===== src/rtl/cmplx_pkg.sv =====
// Shared widths and the round/saturate helper for the complex multiplier.
// Helper arithmetic runs at the widest legal accumulator so no sum can wrap.
package cmplx_pkg;

  localparam int DIN_W_DEF  = 16;
  localparam int DOUT_W_DEF = 16;
  localparam int SHIFT_DEF  = 15;
  localparam int TAG_W_DEF  = 8;

  // 2*32+2: widest sum the multiplier can produce
  localparam int ACC_W = 66;

  typedef struct packed {
    logic [ACC_W-1:0] val;
    logic             ovf;
  } rs_t;

  function automatic rs_t round_sat(
    input logic signed [ACC_W-1:0] x,
    input int                      shift,
    input int                      dout_w
  );
    logic signed [ACC_W:0] one;
    logic signed [ACC_W:0] r;
    logic signed [ACC_W:0] hi;
    logic signed [ACC_W:0] lo;
    rs_t res;
    one    = '0;
    one[0] = 1'b1;
    r = {x[ACC_W-1], x};
    if (shift > 0)
      r = r + (one <<< (shift - 1));
    r  = r >>> shift;
    hi = (one <<< (dout_w - 1)) - one;
    lo = -(one <<< (dout_w - 1));
    res.val = r[ACC_W-1:0];
    res.ovf = 1'b0;
    if (r > hi) begin
      res.val = hi[ACC_W-1:0];
      res.ovf = 1'b1;
    end else if (r < lo) begin
      res.val = lo[ACC_W-1:0];
      res.ovf = 1'b1;
    end
    return res;
  endfunction

endpackage


===== src/rtl/cmplx_round_sat.sv =====
// Round-half-up, arithmetic shift and clamp of one full-precision component.
// Purely combinational; one instance per real/imag lane.
module cmplx_round_sat
  import cmplx_pkg::*;
#(
  parameter int IN_W   = 34,
  parameter int DOUT_W = 16,
  parameter int SHIFT  = 15
) (
  input  logic signed [IN_W-1:0]   din,
  output logic signed [DOUT_W-1:0] dout,
  output logic                     ovf
);

  logic signed [ACC_W-1:0] ext;
  rs_t                     r;
  logic                    unused_hi;

  assign ext  = ACC_W'(din);
  assign r    = round_sat(ext, SHIFT, DOUT_W);
  assign dout = r.val[DOUT_W-1:0];
  assign ovf  = r.ovf;

  // clamped value always fits in DOUT_W; upper bits are sign copies
  assign unused_hi = ^r.val[ACC_W-1:DOUT_W];

endmodule


===== src/rtl/complex_mult_stream.sv =====
// Streaming complex multiply h*y or h*conj(y), three register stages,
// single global advance enable driven by output backpressure.
module complex_mult_stream
  import cmplx_pkg::*;
#(
  parameter int DIN_W  = DIN_W_DEF,
  parameter int DOUT_W = DOUT_W_DEF,
  parameter int SHIFT  = SHIFT_DEF,
  parameter int TAG_W  = TAG_W_DEF
) (
  input  logic                     i_clk,
  input  logic                     i_rst,
  input  logic                     i_valid,
  output logic                     o_ready,
  input  logic signed [DIN_W-1:0]  i_real_h,
  input  logic signed [DIN_W-1:0]  i_imag_h,
  input  logic signed [DIN_W-1:0]  i_real_y,
  input  logic signed [DIN_W-1:0]  i_imag_y,
  input  logic                     i_conj,
  input  logic [TAG_W-1:0]         i_tag,
  output logic                     o_valid,
  input  logic                     i_ready,
  output logic signed [DOUT_W-1:0] o_real,
  output logic signed [DOUT_W-1:0] o_imag,
  output logic [TAG_W-1:0]         o_tag,
  output logic                     o_ovf
);

  localparam int PROD_W = 2 * DIN_W;
  localparam int SUM_W  = 2 * DIN_W + 2;

  logic                     en;

  logic                     s1_v;
  logic signed [DIN_W-1:0]  s1_a, s1_b, s1_c, s1_d;
  logic                     s1_conj;
  logic [TAG_W-1:0]         s1_tag;

  logic                     s2_v;
  logic signed [PROD_W-1:0] s2_ac, s2_bd, s2_ad, s2_bc;
  logic                     s2_conj;
  logic [TAG_W-1:0]         s2_tag;

  logic signed [SUM_W-1:0]  sum_re, sum_im;
  logic signed [DOUT_W-1:0] rs_re, rs_im;
  logic                     ovf_re, ovf_im;

  assign en      = ~o_valid | i_ready;
  assign o_ready = en;

  always_comb begin
    if (s2_conj) begin
      sum_re = SUM_W'(s2_ac) + SUM_W'(s2_bd);
      sum_im = SUM_W'(s2_bc) - SUM_W'(s2_ad);
    end else begin
      sum_re = SUM_W'(s2_ac) - SUM_W'(s2_bd);
      sum_im = SUM_W'(s2_ad) + SUM_W'(s2_bc);
    end
  end

  cmplx_round_sat #(
    .IN_W  (SUM_W),
    .DOUT_W(DOUT_W),
    .SHIFT (SHIFT)
  ) u_rs_re (
    .din (sum_re),
    .dout(rs_re),
    .ovf (ovf_re)
  );

  cmplx_round_sat #(
    .IN_W  (SUM_W),
    .DOUT_W(DOUT_W),
    .SHIFT (SHIFT)
  ) u_rs_im (
    .din (sum_im),
    .dout(rs_im),
    .ovf (ovf_im)
  );

  // data regs need no reset: only the valid bits qualify them
  always_ff @(posedge i_clk) begin
    if (i_rst) begin
      s1_v    <= 1'b0;
      s2_v    <= 1'b0;
      o_valid <= 1'b0;
      o_real  <= '0;
      o_imag  <= '0;
      o_tag   <= '0;
      o_ovf   <= 1'b0;
    end else if (en) begin
      s1_v    <= i_valid;
      s1_a    <= i_real_h;
      s1_b    <= i_imag_h;
      s1_c    <= i_real_y;
      s1_d    <= i_imag_y;
      s1_conj <= i_conj;
      s1_tag  <= i_tag;
      s2_v    <= s1_v;
      s2_ac   <= PROD_W'(s1_a) * PROD_W'(s1_c);
      s2_bd   <= PROD_W'(s1_b) * PROD_W'(s1_d);
      s2_ad   <= PROD_W'(s1_a) * PROD_W'(s1_d);
      s2_bc   <= PROD_W'(s1_b) * PROD_W'(s1_c);
      s2_conj <= s1_conj;
      s2_tag  <= s1_tag;
      o_valid <= s2_v;
      o_real  <= rs_re;
      o_imag  <= rs_im;
      o_tag   <= s2_tag;
      o_ovf   <= ovf_re | ovf_im;
    end
  end

endmodule


===== config.mk =====
export PLATFORM = sky130hd
export DESIGN_NAME = complex_mult_stream
export DESIGN_NICKNAME = d
export VERILOG_FILES = /design/src/rtl/cmplx_pkg.sv /design/src/rtl/cmplx_round_sat.sv /design/src/rtl/complex_mult_stream.sv
export SDC_FILE = /design/constraint.sdc
export NUM_CORES = 2
export LEC_CHECK = 0
export ABC_CLOCK_PERIOD_IN_PS = 16000
export CORE_AREA = 3 3 343 345
export DETAILED_ROUTE_END_ITERATION = 8
export DIE_AREA = 0 0 346 348
export DONT_BUFFER_PORTS = 1
export GPL_TIMING_DRIVEN = 0
export SKIP_CTS_REPAIR_TIMING = 1
export SLEW_MARGIN = 20
export SYNTH_ARGS = -nofsm -noshare
export SYNTH_HDL_FRONTEND = slang
export SYNTH_SLANG_ARGS = --single-unit
export TNS_END_PERCENT = 30

===== constraint.sdc =====
create_clock -name i_clk -period 16 [get_ports i_clk]
set_input_delay 2.4 -clock i_clk [delete_from_list [all_inputs] [get_ports i_clk]]
set_output_delay 2.4 -clock i_clk [all_outputs]
set_load 0.05 [all_outputs]

### Word level (Yosys, flattened, before mapping)

Cells that the tools add are included.
W data, S select, Z words.

| storage, ports and cells | value |
|---|---|
| flip-flop bits (word level) | 254 |
| latch bits | 0 |
| memory bits (writable) | 0 |
| bits in read-only memories | 0 |
| output and inout port bits | 43 |
| word-level logic and storage cells | 44 |
| memories kept | 0 |

| cells by class | value |
|---|---|
| add/subtract/negate cells | 6 |
| multiply operators | 4 |
| div/mod/pow operators | 0 |
| magnitude comparators | 4 |
| eq/ne operators | 0 |
| shifts and indexed selects | 0 |
| mux-type cells | 6 |
| bitwise operators | 4 |
| reduce and logical (&&, ||, !) cells | 1 |

Operator list:

| cell | number |
|---|---|
| $mul A16 B16 Y32 | 4 |
| $add A34 B16 Y35 const B | 2 |
| $mux W17 | 4 |
| $mux W34 | 2 |
| $add A32 B32 Y33 | 2 |
| $sub A32 B32 Y33 | 2 |
| $gt A20 B16 Y1 const B | 2 |
| $lt A20 B16 Y1 const B | 2 |
| $not A1 Y1 | 2 |
| $or A1 B1 Y1 | 2 |
| $reduce_and A2 Y1 | 1 |

### Depth between registers and ports, before layout

| depth | value |
|---|---|
| depth in word-level cells | 7 |
| depth in mapped cells | 28 |
| gate-level depth less buffers | 27 |

### Modules after synthesis

Synthesis repeated with hierarchy kept, for this count alone.

| unflattened totals | value |
|---|---|
| cells, all modules | 5692 |
| area total of the unflattened synthesis | 53243.6 um^2 |

Modules (own cells, without submodules):

| module | instances | cells each | area each (um^2) | sequential area each (um^2) |
|---|---|---|---|---|
| complex_mult_stream | 1 | 5428 | 51579.5 | 7186.9 |
| cmplx_round_sat | 2 | 132 | 832.0 | 0.0 |

### Worst setup path after synthesis

OpenSTA, ideal clock, no wires.

| timing | value |
|---|---|
| path kind | input port to flip-flop |
| from | in i_rst |
| to | reg o_real[0] |
| arrival time | 12.637 ns |
| data required time | 15.891 ns |
| slack | 3.254 ns |
| stages | 4 |
| path through | clkbuf_1 nor2_1 nand2b_1 o21ai_0 |

RTL lines:

| item | line | text |
|---|---|---|
| start, declared | complex_mult_stream.sv:12 | `input logic i_rst,` |
| end signal, assigned | complex_mult_stream.sv:107 | `o_real <= rs_re;` |
| end, declared | complex_mult_stream.sv:23 | `output logic signed [DOUT_W-1:0] o_real,` |

### Final worst setup path

| timing | value |
|---|---|
| from | reg s1_c[5] |
| to | reg s2_ac[31], data pin |

| on the way | value |
|---|---|
| word-level cells in the longest chain between the ends | 1 |

Ends and longest elaborated chain:

| item | line | text |
|---|---|---|
| start, declared | complex_mult_stream.sv:35 | `logic signed [DIN_W-1:0] s1_a, s1_b, s1_c, s1_d;` |
| start signal, assigned | complex_mult_stream.sv:95 | `s1_c <= i_real_y;` |
| $mul A16 B16 Y32 | complex_mult_stream.sv:100 | `s2_ac <= PROD_W'(s1_a) * PROD_W'(s1_c);` |
| end signal, assigned | complex_mult_stream.sv:100 |  |
| end, declared | complex_mult_stream.sv:40 | `logic signed [PROD_W-1:0] s2_ac, s2_bd, s2_ad, s2_bc;` |

No other way between the ends.
A chain may end at the register's enable or synchronous reset.

==> flow_summary.yaml <==
synth:
  post_synth.cell_area_avg_um2: 9.521
  ys_seq_area_share_pct: 13.91
  synth_seq_cells: 254
  ys_async_sr_fraction_pct: 0
  synthDistinctLibCells: 86
  syn_area_um2: 51670
  synth_enable_flop_cells: 210
  yosysWarnings: 0
  syn-num-nets: 6946
  syn_inst: 5427
  synth-main-ff-cell: "edfxtp_1"
flow_run:
  max-cap-violations: 0
sta:
  finalMaxSlewViolations: 0
  worst-slew-pin-transition_ps: 1250
  rsz0062_at_grt: "false"
  setup_viol: 0
  fin_ws_ps: 6996
  skew_ps: 85.62
  period_needed_ps: 9004
  fmax_mhz: 111.1
  tns_ps: 0
  hold_viol: 0
  period_share_pct: 56.27
  max_slew_margin_pct: 16.06
global_route:
  antenna_found_initial: 32
  grt_first_pass_wirelength_mm: 238.8
  first_global_vias: 38700
  grt.total_usage_pct: 26.77
  grt_overflow: 0
  grt_max_degree: 28
final_layout:
  drive_above_1_share_pct: 2.037
  syn_to_final_growth_pct: 6.368
  layout_commonest_cell: "inv_1"
  layout_common_cells: "inv_1 (1164), fa_1 (1048), nand2_1 (680)"
  final_nets: 6991
  final_cells: 7026
critical_path:
  startpoint_type: "flip-flop"
  crit_fanout: 10
  end_kind: "flip-flop"
  required_ps: 16220
  crit_arrival_ps: 9220
  path_class: "reg2reg"
place:
  dp.cells: 6948
  hpwlAfterDp_mm: 129.9
  gp_congestion: 0.9769
  dp_slack_ps: 7297
  portBuffers: 0
detailed_routing:
  via_per_inst: 5.325
  drc: 0
  wl_mm: 156.7
  antenna_left: 0
  num_vias: 37410
  wl_per_cell_um: 22.30
  initialDrtViolationCount: 2842
  firstDrtPassIters: 6
die:
  dieArea_um2: 120400
  io_pins: 120
  fp.dieW_um: 346
  core-area_um2: 114500
  die_h_um: 348
  row_count: 124
  start_util_pct: 45.13
status:
  status: "complete, no violations"
clock_tree:
  htreeDepth: 2
  clock_path_buffers: 3
  numCtsBuffers: 34
  clk_latency_ps: 660
  cts_tree: "built"
  cts-root-buf: "clkbuf_16"
  cts_sinks: 254
  clk_pin_slew_ps: 60
min_path:
  hp-class: "reg2reg"
-- registers in the layout (all words and copies together) (netlist names) --
name	count
s2_tag	8
s1_tag	8
o_ovf	1
s1_v	1
s1_a	16
s1_conj	1
s2_bd	32
s1_c	16
o_valid	1
o_tag	8
o_real	16
s1_d	16
o_imag	16
s2_bc	32
s2_ac	32
s1_b	16
s2_v	1
s2_conj	1
s2_ad	32
-- critical path: stages, from the launching register on --
cell and delay [ps]:
edfxtp_1 760, clkbuf_1 810, nand2_1 200, fa_1 560, inv_1 50, fa_1 470, inv_1 50, fa_1 480
fa_1 570, inv_1 60, fa_1 470, inv_1 50, fa_1 470, inv_1 40, ha_1 350, nand2_1 70
o31ai_1 500, o41a_1 320, a41oi_1 240, a211oi_1 380, nor2_1 120, a21oi_1 310, nand4_1 140, nand4b_1 120
a21oi_1 100, xnor2_1 860
-- cell type report --
cell class	instances	area [um2]
diodes	16	40.04
repair buffers	9	210.2
clock buffers	39	890.9
flip-flops and latches	254	7187
clock inverters	23	239.0
multi-input cells	3779	39260
inverters	1164	4369
well taps	1512	1892
plain buffers	230	879.6
fillers	10980	59540
-- final timing paths --
| check | from | endpoint | slack [ps] | depth (start not counted) |
|---|---|---|---|---|
| max | s1_c[5] | s2_ac[31] | 7000 | 25 |
| max reg2reg | s1_c[5] | s2_ac[31] | 7000 | 25 |
| min | s1_conj | s2_conj | 420 | 0 |
| min reg2reg | s1_conj | s2_conj | 420 | 0 |
-- Yosys cell counts, drive strengths merged, types with 14 or more instances --
master	instances	area, um2
dfxtp	44	880.8
o21ai	74	370.3
a21o	48	360.4
clkbuf	221	829.6
nand2	680	2552
nand4	14	93.84
nand2b	74	462.9
a31oi	21	131.4
o21bai	28	210.2
edfxtp	210	6306
and2	408	2554
xnor2	190	1664
nor4	17	136.4
nor2b	17	106.4
nand3	34	170.2
fa	1048	20980
and3	23	143.9
nor2	175	659.4
a211oi	36	325.3
o21a	21	165.1
ha	394	4930
inv	1164	4369
nor3	63	315.3
a21oi	175	875.8
xor2	67	586.8
-- kinds of logic (layout without fill, tap and decap cells) --
| kind of cell | count (synthesis) | count (layout) | share of synthesized area (%) |
|---|---|---|---|
| DFF | 254 | 254 | 13.91 |
| and+or+nand+nor | 1566 | 1566 | 14.86 |
| AOI/OAI and AO/OA | 506 | 506 | 6.417 |
| muxes | 8 | 8 | 0.1695 |
| buffers and inverters | 1394 | 1465 | 10.15 |
| xor gates and xnor gates | 257 | 257 | 4.356 |
| other | 0 | 16 | 0 |
| adders and majority gates | 1442 | 1442 | 50.14 |
-- metrics by stage --
step	util [%]	hold slack [ps]	instance area (um2)
finish	48.00	419.8	54960
global placement	46.78	401.0	53560
global route	47.97	421.5	54930
floorplan	-	400.3	51670
detailed placement	46.97	404.5	53780
CTS	47.96	418.8	54910
-- routing by layer --
layer  vias to the layer above  share of wire, %  GRT usage [%]
li1                      16720                 -              -
met1                     18990                41          36.25
met2                      1476                44          40.44
met3                       222                11          7.691
met4                         8               4.6          11.21
met5                         -             0.033              0
Power is not shown: default switching activity piles up to over one toggle a cycle in this logic, so the estimate is an artifact.
